File: config.mk
export PLATFORM = sky130hd
export DESIGN_NAME = hram_arbiter
export DESIGN_NICKNAME = d
export VERILOG_FILES = /design/src/rtl/hram_pkg.sv /design/src/rtl/hram_tag_fifo.sv /design/src/rtl/hram_arbiter.sv
export SDC_FILE = /design/constraint.sdc
export NUM_CORES = 1
export LEC_CHECK = 0
export CAP_MARGIN = 10
export CORE_ASPECT_RATIO = 0.7
export CORE_UTILIZATION = 40
export DETAILED_ROUTE_END_ITERATION = 10
export GPL_TIMING_DRIVEN = 0
export PLACE_DENSITY = 0.77
export REMOVE_ABC_BUFFERS = 1
export SYNTH_ARGS = -nofsm -noshare
export SYNTH_HDL_FRONTEND = slang
export SYNTH_HIERARCHICAL = 1
export SYNTH_SLANG_ARGS = --single-unit
File: constraint.sdc
create_clock -name clk -period 2.81 [get_ports clk]
set_clock_uncertainty 0.2 [all_clocks]
set_input_delay 0.7025 -clock clk [delete_from_list [all_inputs] [get_ports clk]]
set_output_delay 0.7025 -clock clk [all_outputs]
set_load 0.03 [all_outputs]
File: src/rtl/hram_pkg.sv
// Shared widths and types for the HyperRAM command arbiter.
package hram_pkg;

    localparam int HRAM_ADDR_W = 12;
    localparam int HRAM_DATA_W = 16;

    typedef logic port_id_t;

    typedef enum logic [0:0] {
        IDLE  = 1'b0,
        ISSUE = 1'b1
    } arb_state_t;

endpackage

File: src/rtl/hram_tag_fifo.sv
// In-order FIFO of port ids, one entry per read accepted by the controller.
module hram_tag_fifo
    import hram_pkg::*;
#(
    parameter int DEPTH = 4
) (
    input  logic     clk,
    input  logic     reset,
    input  logic     push,
    input  port_id_t push_id,
    input  logic     pop,
    output logic     full,
    output logic     empty,
    output port_id_t head
);

    localparam int PTR_W = $clog2(DEPTH);

    port_id_t             mem [DEPTH];
    logic [PTR_W-1:0]     wr_ptr_reg;
    logic [PTR_W-1:0]     rd_ptr_reg;
    logic [PTR_W:0]       count_reg;
    logic                 do_push;
    logic                 do_pop;

    assign empty   = (count_reg == '0);
    assign full    = (count_reg == (PTR_W+1)'(DEPTH));
    assign head    = mem[rd_ptr_reg];
    assign do_pop  = pop && !empty;
    // A push at full is only accepted when the head leaves in the same cycle.
    assign do_push = push && (!full || do_pop);

    always_ff @(posedge clk) begin
        if (do_push) begin
            mem[wr_ptr_reg] <= push_id;
        end
    end

    always_ff @(posedge clk) begin
        if (reset) begin
            wr_ptr_reg <= '0;
            rd_ptr_reg <= '0;
            count_reg  <= '0;
        end else begin
            if (do_push) begin
                wr_ptr_reg <= wr_ptr_reg + PTR_W'(1);
            end
            if (do_pop) begin
                rd_ptr_reg <= rd_ptr_reg + PTR_W'(1);
            end
            if (do_push && !do_pop) begin
                count_reg <= count_reg + (PTR_W+1)'(1);
            end else if (do_pop && !do_push) begin
                count_reg <= count_reg - (PTR_W+1)'(1);
            end
        end
    end

endmodule

File: src/rtl/hram_arbiter.sv
// Round-robin sharing of the hyperram_ctrl command port between two clients,
// with read data routed back through an in-order tag FIFO.
module hram_arbiter
    import hram_pkg::*;
#(
    parameter int ADDR_W    = HRAM_ADDR_W,
    parameter int DATA_W    = HRAM_DATA_W,
    parameter int TAG_DEPTH = 4
) (
    input  logic              clk,
    input  logic              reset,
    input  logic              m0_req,
    input  logic              m0_rd,
    input  logic [ADDR_W-1:0] m0_addr,
    input  logic [DATA_W-1:0] m0_wdata,
    output logic              m0_ack,
    output logic              m0_rd_vld,
    input  logic              m1_req,
    input  logic              m1_rd,
    input  logic [ADDR_W-1:0] m1_addr,
    input  logic [DATA_W-1:0] m1_wdata,
    output logic              m1_ack,
    output logic              m1_rd_vld,
    output logic [DATA_W-1:0] rd_data,
    output logic              sram_req,
    output logic              sram_rd,
    output logic [ADDR_W-1:0] sram_addr,
    output logic [DATA_W-1:0] sram_wr_data,
    input  logic              sram_ready,
    input  logic              sram_rd_data_vld,
    input  logic [DATA_W-1:0] sram_rd_data,
    output logic              err_orphan
);

    arb_state_t        state_reg;
    port_id_t          last_grant_reg;
    port_id_t          gnt_id_reg;
    port_id_t          winner;
    logic              grant;
    logic [1:0]        ack_reg;
    logic [1:0]        rd_vld_reg;
    logic [DATA_W-1:0] rd_data_reg;
    logic              sram_req_reg;
    logic              sram_rd_reg;
    logic [ADDR_W-1:0] sram_addr_reg;
    logic [DATA_W-1:0] sram_wr_data_reg;
    logic              err_orphan_reg;

    logic [1:0]        req_vec;
    logic [1:0]        rd_vec;
    logic [1:0]        eligible;
    logic [ADDR_W-1:0] addr_vec  [2];
    logic [DATA_W-1:0] wdata_vec [2];

    logic              fifo_push;
    logic              fifo_full;
    logic              fifo_empty;
    port_id_t          fifo_head;

    assign req_vec      = {m1_req, m0_req};
    assign rd_vec       = {m1_rd, m0_rd};
    assign addr_vec[0]  = m0_addr;
    assign addr_vec[1]  = m1_addr;
    assign wdata_vec[0] = m0_wdata;
    assign wdata_vec[1] = m1_wdata;

    // Reads need a free tag slot; occupancy is taken before any same-cycle pop.
    generate
        for (genvar gi = 0; gi < 2; gi++) begin : g_elig
            assign eligible[gi] = req_vec[gi] && (!rd_vec[gi] || !fifo_full);
        end
    endgenerate

    always_comb begin
        grant  = |eligible;
        winner = 1'b0;
        if (&eligible) begin
            winner = ~last_grant_reg;
        end else if (eligible[1]) begin
            winner = 1'b1;
        end
    end

    assign fifo_push = (state_reg == ISSUE) && sram_ready && sram_rd_reg;

    hram_tag_fifo #(
        .DEPTH (TAG_DEPTH)
    ) u_tag_fifo (
        .clk     (clk),
        .reset   (reset),
        .push    (fifo_push),
        .push_id (gnt_id_reg),
        .pop     (sram_rd_data_vld),
        .full    (fifo_full),
        .empty   (fifo_empty),
        .head    (fifo_head)
    );

    always_ff @(posedge clk) begin
        if (reset) begin
            state_reg        <= IDLE;
            last_grant_reg   <= 1'b1;
            gnt_id_reg       <= 1'b0;
            ack_reg          <= '0;
            rd_vld_reg       <= '0;
            rd_data_reg      <= '0;
            sram_req_reg     <= 1'b0;
            sram_rd_reg      <= 1'b0;
            sram_addr_reg    <= '0;
            sram_wr_data_reg <= '0;
            err_orphan_reg   <= 1'b0;
        end else begin
            ack_reg    <= '0;
            rd_vld_reg <= '0;
            case (state_reg)
                IDLE: begin
                    if (grant) begin
                        sram_req_reg     <= 1'b1;
                        sram_rd_reg      <= rd_vec[winner];
                        sram_addr_reg    <= addr_vec[winner];
                        sram_wr_data_reg <= wdata_vec[winner];
                        gnt_id_reg       <= winner;
                        last_grant_reg   <= winner;
                        state_reg        <= ISSUE;
                    end
                end
                ISSUE: begin
                    if (sram_ready) begin
                        sram_req_reg        <= 1'b0;
                        ack_reg[gnt_id_reg] <= 1'b1;
                        state_reg           <= IDLE;
                    end
                end
                default: state_reg <= IDLE;
            endcase
            // Strobes with nothing outstanding are dropped and flagged.
            if (sram_rd_data_vld) begin
                if (!fifo_empty) begin
                    rd_vld_reg[fifo_head] <= 1'b1;
                    rd_data_reg           <= sram_rd_data;
                end else begin
                    err_orphan_reg <= 1'b1;
                end
            end
        end
    end

    assign m0_ack       = ack_reg[0];
    assign m1_ack       = ack_reg[1];
    assign m0_rd_vld    = rd_vld_reg[0];
    assign m1_rd_vld    = rd_vld_reg[1];
    assign rd_data      = rd_data_reg;
    assign sram_req     = sram_req_reg;
    assign sram_rd      = sram_rd_reg;
    assign sram_addr    = sram_addr_reg;
    assign sram_wr_data = sram_wr_data_reg;
    assign err_orphan   = err_orphan_reg;

endmodule

# Yosys cells after proc, flatten, opt, wreduce, memory -nomap -nowiden
# Memories as Yosys holds them, arrays and structs flattened. A register that Yosys moved wholly into a read port is not among the register bits.
# Index checks and enable logic that the tools add are counted.
[word_totals]
ff_bits = 61
ramBits = 4
inputBits = 80
output_inout_bits = 51
word_cells = 89
memories = 1
[memory_table]
columns = ["name", "words", "word_bits", "rd", "rd_ports_with_merged_regs", "write_ports", "line_no", "text"]
rows = [
  ["u_tag_fifo.mem", 4, 1, 1, 1, 1, "hram_tag_fifo.sv:19", "port_id_t mem [DEPTH];"],
]
[op_classes]
n_addsub = 4
magnitude_cmp = 6
eq_ne = 3
mux = 26
bitwise_logic = 6
reduce_logical = 29
[ops]
columns = ["cell", "count"]
rows = [
  ["two-way mux 16 bit", 3],
  ["two-way mux 12 bit", 3],
  ["two-way mux 1 bit", 12],
  ["logical AND 1 bit", 10],
  ["AND reduction 2 bit", 5],
  ["zero test 1 bit", 6],
  ["< comparator 1 x 2 -> 1 bit, second input constant", 3],
  ["two-way mux 3 bit", 2],
  ["OR reduction 3 bit", 2],
  ["NOT 1 bit", 5],
  ["adder 2 x 1 -> 2 bit, second input constant", 2],
  ["two-way mux 2 bit", 2],
  ["inequality test 2 bit, second input constant", 2],
  ["one-hot mux 1 bit (2 select lines)", 2],
  ["adder 3 x 1 -> 3 bit, second input constant", 1],
  ["== test 3 bit, second input constant", 1],
  ["zero test 3 bit", 1],
  ["logical OR 1 bit", 3],
  ["subtractor 3 x 1 -> 3 bit, second input constant", 1],
  ["demux 1 bit (select 1 bit)", 2],
  [">= comparator 1 bit, second input constant", 2],
  [">= comparator 2 bit, second input constant", 1],
  ["NOT 1 -> 2 bit", 1],
  ["nonzero test 2 bit", 1],
  ["OR reduction 2 bit", 1],
]

# Longest topological paths before layout
# Gate-level depths: netlist of run 1.
[logic_depth]
ltp_word = 10
depth_mapped = 9
ltp_nobuf = 9

# Modules after synthesis
# The synthesis of run 1 kept the hierarchy.
[by_module_without_submodules]
columns = ["mod", "n_inst", "cells_each", "area_per_inst_um2", "seq_area_each_um2"]
rows = [
  ["hram_arbiter", 1, 263, 2387.3, 1081.0],
  ["hram_tag_fifo", 1, 53, 621.8, 300.3],
]

# Worst setup path before layout of run 1
# OpenSTA, ideal clock, no wires.
[synth_path]
path_kind = "input -> register"
start = "in sram_ready"
end = "reg u_tag_fifo.count_reg[2]"
setup_ns = 0.070
t_arrival_ns = 2.303
setup_slack_ns = 0.237
cell_stages = 9
cell_sequence = "nand2_1 -> nor2_1 -> a21boi_2 -> ha_1 -> inv_1 -> fa_1 -> xor2_1 -> or3_1 -> a21oi_1"
[synth_between]
elab_chain_cells = 6
word_cells_on_any_way = 8
cone_classes = "mux: 1; reduce/logical: 7"
[synth_rtl]
columns = ["item", "line_no", "text"]
rows = [
  ["start: declaration", "hram_arbiter.sv:29", "input logic sram_ready,"],
  ["logical AND 1 bit (*) (2 in a row)", "hram_arbiter.sv:84", "assign fifo_push = (state_reg == ISSUE) && sram_ready && sram_rd_reg;"],
  ["via fifo_push", "hram_arbiter.sv:55", "logic fifo_push;"],
  ["logical AND 1 bit (*)", "hram_tag_fifo.sv:31", "assign do_push = push && (!full || do_pop);"],
  ["via u_tag_fifo.do_push", "hram_tag_fifo.sv:23", "logic do_push;"],
  ["zero test 1 bit", "hram_tag_fifo.sv:53", "end else if (do_pop && !do_push) begin"],
  ["logical AND 1 bit", "hram_tag_fifo.sv:53", ""],
  ["nonzero test 2 bit (no line)", "--", ""],
  ["end signal: assignment", "hram_tag_fifo.sv:52", "count_reg <= count_reg + (PTR_W+1)'(1);"],
  ["end signal: assignment", "hram_tag_fifo.sv:54", "count_reg <= count_reg - (PTR_W+1)'(1);"],
  ["end: declaration", "hram_tag_fifo.sv:22", "logic [PTR_W:0] count_reg;"],
]
# Mark *: on every way through the listed nets, which the timed path passes. The rest lies on a longest branch.
# A chain may end at the register's enable or synchronous reset.

# Worst setup path in the final report of run 1
# Same ends and word-level chain as after synthesis.

==> results of run 1 <==
## final cells by class
type / instances / area, um2 / share of cell area [%]
clock buffers: 9 / 124 / 2.70
clock inverters: 7 / 66.3 / 1.45
inverters: 33 / 124 / 2.70
multi-input cells: 195 / 1420 / 30.9
flip-flops and latches: 67 / 1380 / 30.1
well taps: 98 / 123 / 2.67
repair buffers: 134 / 1350 / 29.5
## per-stage QoR
| stage | instance area (um2) | worst slack [ns] | cells | total power, W |
|---|---|---|---|---|
| finish | 4590 | 0.102 | 543 | 0.00334 |
| global route | 4590 | 0.00567 | 543 | 0.00352 |
| CTS | 4550 | 0.0480 | 540 | 0.00335 |
| detailed placement | 4340 | -0.488 | 523 | 0.00256 |
| global placement | 4310 | -1.10 | 521 | 0.00252 |
| floorplan | 2880 | 0.164 | 293 | 0.00201 |
## power groups by stage
| stage | clock network [W] | registers [W] | logic, W |
|---|---|---|---|
| after floorplan | 0 | 0.00156 | 0.000442 |
| after global placement | 0 | 0.00126 | 0.00126 |
| after detailed placement | 0 | 0.00127 | 0.00129 |
| after CTS | 0.000803 | 0.00125 | 0.00130 |
| after global routing | 0.000845 | 0.00128 | 0.00140 |
| final | 0.000779 | 0.00125 | 0.00131 |
## path summary, 6_finish.rpt
| kind | slack (ns) | endpoint |
|---|---|---|
| setup reg to reg | 0.29 | sram_addr[1] |
| hold reg to reg | 0.26 | rd_data[6] |
| hold / removal | 0.26 | rd_data[6] |
| setup / recovery | 0.10 | u_tag_fifo/count_reg[2] |
## placed cells by master (no fill, tap or decap), drive strengths merged, types with 5 or more instances in the layout
| cell type | count |
|---|---|
| ha | 5 |
| a21boi | 5 |
| a221oi | 29 |
| a21oi | 48 |
| dfxtp | 63 |
| nand2 | 63 |
| clkbuf | 9 |
| inv | 35 |
| nor2 | 11 |
| buf | 5 |
| clkdlybuf4s50 | 129 |
## Yosys cell counts (4+ instances only)
cell type	instances
nor3_1	4
ha_1	5
clkbuf_1	8
buf_2	10
a21oi_1	48
edfxtp_1	4
inv_1	33
a221oi_2	29
dfxtp_1	63
xor2_1	4
nor2_1	11
nand2_1	63
and2_1	4
## routing by layer
metal  vias to the layer above  track usage, %  part of all wire (%)
met5                         -               0                     0
met4                         0            6.48                   1.2
met3                         9            6.40                   5.9
met2                        97            33.0                    46
met1                      1265            24.8                    47
li1                       1328               -                     -
## worst register-to-register path: cells and delay by family, from the launching register on
kind / cells / cell delay [ns]
compound gates: 4 / 1.41
simple gates: 1 / 0.42
flops: 1 / 0.40
## timing repair
action | 4_1_cts | 5_1_grt
pin swaps | 0 | 2
cloned | 0 | 2
resized for setup | 1 | 3
buffers inserted | 1 | 1
endpoints found under the setup margin | 1 | 18
endpoints found under the hold margin | 0 | 0
## cells by family after synthesis
logic type	count (synthesis)	synth area share [%]
buf+inv	56	8.27
mux	5	2.12
fa+ha+maj	6	2.74
simple gates	90	12.9
flops	67	45.9
compound gates	88	26.9
xor+xnor	4	1.16
==> impl_results.md, run 1 <==
* FILL cells at 620
* Total Wirelength at 8240 um
* Max Clk Rate at 369 MHz
* CTS sink count at 67
* CP max FO at 2
* Slew headroom at 29.1%
* Switch share at 36.7%
* WP data arrival at 2.78 ns
* GP Congestion at 0.789
* Root Driver: clkbuf_8
* Post-Syn Area at 3010 um2
* Clock slew at reported path FFs at 0.07 ns
* Critical path type: input pin to flop
* WHS at 0.257 ns
* Switch Pwr at 0.00123 W
* Cell taking the most area after synthesis: dfxtp_1
* Top cell type's share of synthesized area at 41.9%
* Final core occ at 62.9%
* Top cells by area, synth: dfxtp_1 (42%), a221oi_2 (14%), a21oi_1 (8.0%), nand2_1 (7.9%), inv_1 (4.1%)
* GRT Total Usage at 19.8%
* Critical Path Source: sram_ready
* Site Rows at 26
* Largest net degree at the start of global routing at 35
* Synth async-reset ratio at 0%
* Crit share post-route at 96.4%
* Port-buffer cells at 130
* Syn avg cell area at 9.52 um2
* Max-slew violations at 0
* Routed len/inst at 15.2 um
* Max IR drop VDD at 0.000339 V
* Area growth, synth to finish at 52.4%
* Max clock buf depth at 2
* Pre-antenna DRT Iters at 4
* Final net count at 526
* Critical Path RT at 2.89 ns
* DRC viols at 0
* Slowest library cell on the worst path: clkdlybuf4s50_1
* Synthesized flop and latch total at 67
* Reg2reg path depth at 5
* Drt first-iter violations at 109
* Width of the chip at 106 um
* TritonCTS buffer count at 9
* Crit path time final at 2.71 ns
* Post-synth EDFFs at 4
* Register area share after synthesis at 45.9%
* Die height at 74.6 um
* Gr ovfl total at 0
* Antenna violations before repair at 0
* Setup Viol. Count Final at 0
* Ant diodes at 0
* Internal cell power at 0.00211 W
* Worst-path cell chain: clkdlybuf4s50_1 > nand2_2 > nor2_2 > a21boi_4 > ha_2 > inv_1 > fa_1 > xor2_1 > or3_1 > a21oi_1
* Starting density of the core at 41.3%
* Kind of cell adding the most delay to the critical path: adder cells
* Clock power share at 23.3%
* First-pass GRT wire length at 12000 um
* CP Depth at 10
* Vias in the first global route at 2538
* Detail Placement HPWL at 5310 um
* Core Region at 7290 um2
* Post-DRT Antenna Nets at 0
* Leakage at 1.73 nW
* Buf/Inv on CP at 2
* Reg2Reg Launch Point: u_tag_fifo/count_reg[1]
* CTS tree: done
* Max stage delay on crit path at 0.49 ns
* Fin. Hold Viols at 0
* Worst Hold Path Cells at 2
* Synth Warn # at 6
* Run status: finished, final reports clean
* Max-Cap Viols at 0
* Seq pwr share at 37.5%
* Post-CTS Hold Buffers at 0
* Top FF cell, synth: dfxtp_1
* Vias at 2699
* Io pins at 131
* Die Area at 7880 um2
* Startpoint types: input pin
* Hold Crit Class: flop to flop
* Critical hold path startpoint: rd_data[6]
* Comb pwr share at 39.2%
* RSZ-0062 raised after global routing: false
* Synth cell types at 34
* Mapped Cells at 316
* H-tree levels at 3
* PwrDens at 728 nW/um2
* Actual slew at the worst max-slew pin at 1.06 ns
* Clock Latency Late Sink at 0.34 ns
* Setup_tns at 0 ns
* DR vias/cell at 4.97
* Share of layout cells above drive strength 1 at 14.4%
* CP Capture Type: flop
Power figures use the tool's default switching activity.
==> run 2, diff against run 1 <==
--- a/config.mk
+++ b/config.mk
@@ -5,7 +5,7 @@
 export SDC_FILE = /design/constraint.sdc
 export NUM_CORES = 1
 export LEC_CHECK = 0
-export CAP_MARGIN = 10
+export CAP_MARGIN = 15
 export CORE_ASPECT_RATIO = 0.7
 export CORE_UTILIZATION = 40
 export DETAILED_ROUTE_END_ITERATION = 10
==> constraint.sdc (replaced) <==
create_clock -name clk -period 2.81 [get_ports clk]
set_clock_uncertainty 0.2 [all_clocks]
set_input_delay 0.562 -clock clk [delete_from_list [all_inputs] [get_ports clk]]
set_output_delay 0.562 -clock clk [all_outputs]
set_load 0.03 [all_outputs]
==> run 2 against run 1 <==
Effect of this change:
- non-clock buffer count down 2
- cell count down 0.55%
- total power down 0.38%
- fmax up 1.1%
- final area down 0.57%
- global-route usage down 0.13 points
==> impl_results.md, run 2 (same netlist as run 1, synthesis figures left out) <==
* Antenna violations before repair at 0 (unchanged)
* Port-buffer cells at 130 (unchanged)
* DRC viols at 0 (unchanged)
* Worst Hold Path Cells at 2 (unchanged)
* Die height at 74.6 um (unchanged)
* Io pins at 131 (unchanged)
* Fin cells at 540 (was 543)
* Die Area at 7880 um2 (unchanged)
* PwrDens at 730 nW/um2 (was 728 nW/um2)
* Hold Crit Class: flop to flop (unchanged)
* Clock Latency Late Sink at 0.34 ns (about the same)
* Setup Viol. Count Final at 0 (unchanged)
* Crit share post-route at 95.4% (was 96.4%)
* Share of layout cells above drive strength 1 at 13.8% (was 14.4%)
* Starting density of the core at 41.3% (unchanged)
* GP Congestion at 0.789 (unchanged)
* Internal cell power at 0.00211 W (about the same)
* DR vias/cell at 4.94 (was 4.97)
* Pre-CTS setup slack at -0.347 ns (was -0.488 ns)
* Most common cell after layout, fill and taps aside: clkdlybuf4s50_1 (unchanged)
* Width of the chip at 106 um (unchanged)
* Final WS setup at 0.130 ns (was 0.102 ns)
* Crit path time final at 2.68 ns (was 2.71 ns)
* Site Rows at 26 (unchanged)
* Routed len/inst at 14.7 um (was 15.2 um)
* Fin area at 4560 um2 (was 4590 um2)
* Fin. Hold Viols at 0 (unchanged)
* M1 WL at 3680 um (was 3880 um)
* RSZ-0062 raised after global routing: false (unchanged)
* Total Wirelength at 7910 um (was 8240 um)
* Area growth, synth to finish at 51.5% (was 52.4%)
* Leakage at 1.71 nW (was 1.73 nW)
* Final net count at 523 (was 526)
* DP Cell Count at 523 (unchanged)
* Max-slew violations at 0 (unchanged)
* Vias in the first global route at 2526 (was 2538)
* H-tree levels at 3 (unchanged)
* CTS tree: done (unchanged)
* First-pass GRT wire length at 12000 um (about the same)
* Slew headroom at 28.7% (was 29.1%)
* Startpoint types: input pin (unchanged)
* Core Region at 7290 um2 (unchanged)
* Post-DRT Antenna Nets at 0 (unchanged)
* Clock power share at 23.4% (was 23.3%)
* Clock slew at reported path FFs at 0.07 ns (about the same)
* Detail Placement HPWL at 5310 um (unchanged)
* Gr ovfl total at 0 (unchanged)
* Max Clk Rate at 373 MHz (was 369 MHz)
* WP data arrival at 2.76 ns (was 2.78 ns)
* Actual slew at the worst max-slew pin at 1.07 ns (was 1.06 ns)
* Met2 wire len at 3630 um (was 3780 um)
* Vias at 2670 (was 2699)
* Critical Path RT at 2.89 ns (about the same)
* Max clock buf depth at 2 (unchanged)
* Root Driver: clkbuf_8 (unchanged)
* TritonCTS buffer count at 9 (unchanged)
* Post-CTS Hold Buffers at 0 (unchanged)
* Max-Cap Viols at 0 (unchanged)
* Run status: finished, final reports clean (unchanged)
* Ant diodes at 0 (unchanged)
* Pre-antenna DRT Iters at 4 (unchanged)
* Switch share at 36.6% (was 36.7%)
* Met3 WL at 508 um (was 487 um)
* Setup_tns at 0 ns (unchanged)
* Comb pwr share at 39.0% (was 39.2%)
* Uppermost layer routed: met4 (unchanged)
* Drt first-iter violations at 92 (was 109)
* GRT Total Usage at 19.7% (was 19.8%)
* Commonest cells after routing, fill and taps aside: clkdlybuf4s50_1 (129), dfxtp_1 (63), nand2_1 (62), a21oi_1 (48), inv_1 (33) (unchanged)
* Total power at 0.00333 W (was 0.00334 W)
* Reg2reg path depth at 5 (unchanged)
* DP Area at 4340 um2 (unchanged)
* CP Capture Type: flop (unchanged)
* CP max FO at 7 (was 2)
* Largest net degree at the start of global routing at 35 (unchanged)
* Max IR drop VDD at 0.000337 V (was 0.000339 V)
* Seq pwr share at 37.6% (was 37.5%)
* Switch Pwr at 0.00122 W (was 0.00123 W)
* Critical path type: input pin to flop (unchanged)
* CTS sink count at 67 (unchanged)
[run 2: cell type report]
cell class                 instances  area [um2]
sequential                        67        1380
fill                             625        2730
timing repair buffer             132        1340
clock inverter                     7        66.3
inverter                          33         124
multi-input combinational        194        1410
clock buffer                       9         124
tap                               98         123
[run 2: metal layers]
layer | vias to the layer above | global-route usage (%)
li1 | 1324 | -
met1 | 1245 | 24.6
met2 | 93 | 32.8
met3 | 8 | 6.40
met4 | 0 | 6.48
met5 | - | 0
[run 2: path summary, 6_finish.rpt]
kind	from	end	slack (ns)
setup / recovery	sram_ready	u_tag_fifo/count_reg[2]	0.13
setup reg to reg	u_tag_fifo/count_reg[2]	sram_wr_data[11]	0.29
hold reg to reg	rd_data[6]	rd_data[6]	0.26
hold / removal	rd_data[6]	rd_data[6]	0.26
[run 2: timing repair]
item                       4_1_cts  5_1_grt
setup buffers                    0        0
resized for setup                0        4
setup endpoints to repair        0        6
[run 2: power groups by stage]
stage          Sequential (W)  Combinational (W)  Clock, W
3_3_place_gp          0.00126            0.00126         0
5_1_grt               0.00128            0.00139  0.000845
2_1_floorplan         0.00156           0.000442         0
4_1_cts               0.00125            0.00129  0.000803
3_5_place_dp          0.00127            0.00129         0
6_report              0.00125            0.00130  0.000780
[run 2: critical path, cell delays in order]
cell and delay, ns:
clkdlybuf4s50_1 0.49, nand2_2 0.09, nor2_1 0.10, a21boi_4 0.28, ha_2 0.23, inv_1 0.05, fa_2 0.33, xor2_1 0.16
or3_1 0.31, a21oi_1 0.14
[run 2: metrics by stage]
step | utilization (%) | hold WS (ns)
floorplan | - | 0.258
global placement | 59.1 | 0.242
detailed placement | 59.6 | 0.249
CTS | 62.2 | 0.260
global route | 62.6 | 0.274
finish | 62.6 | 0.257
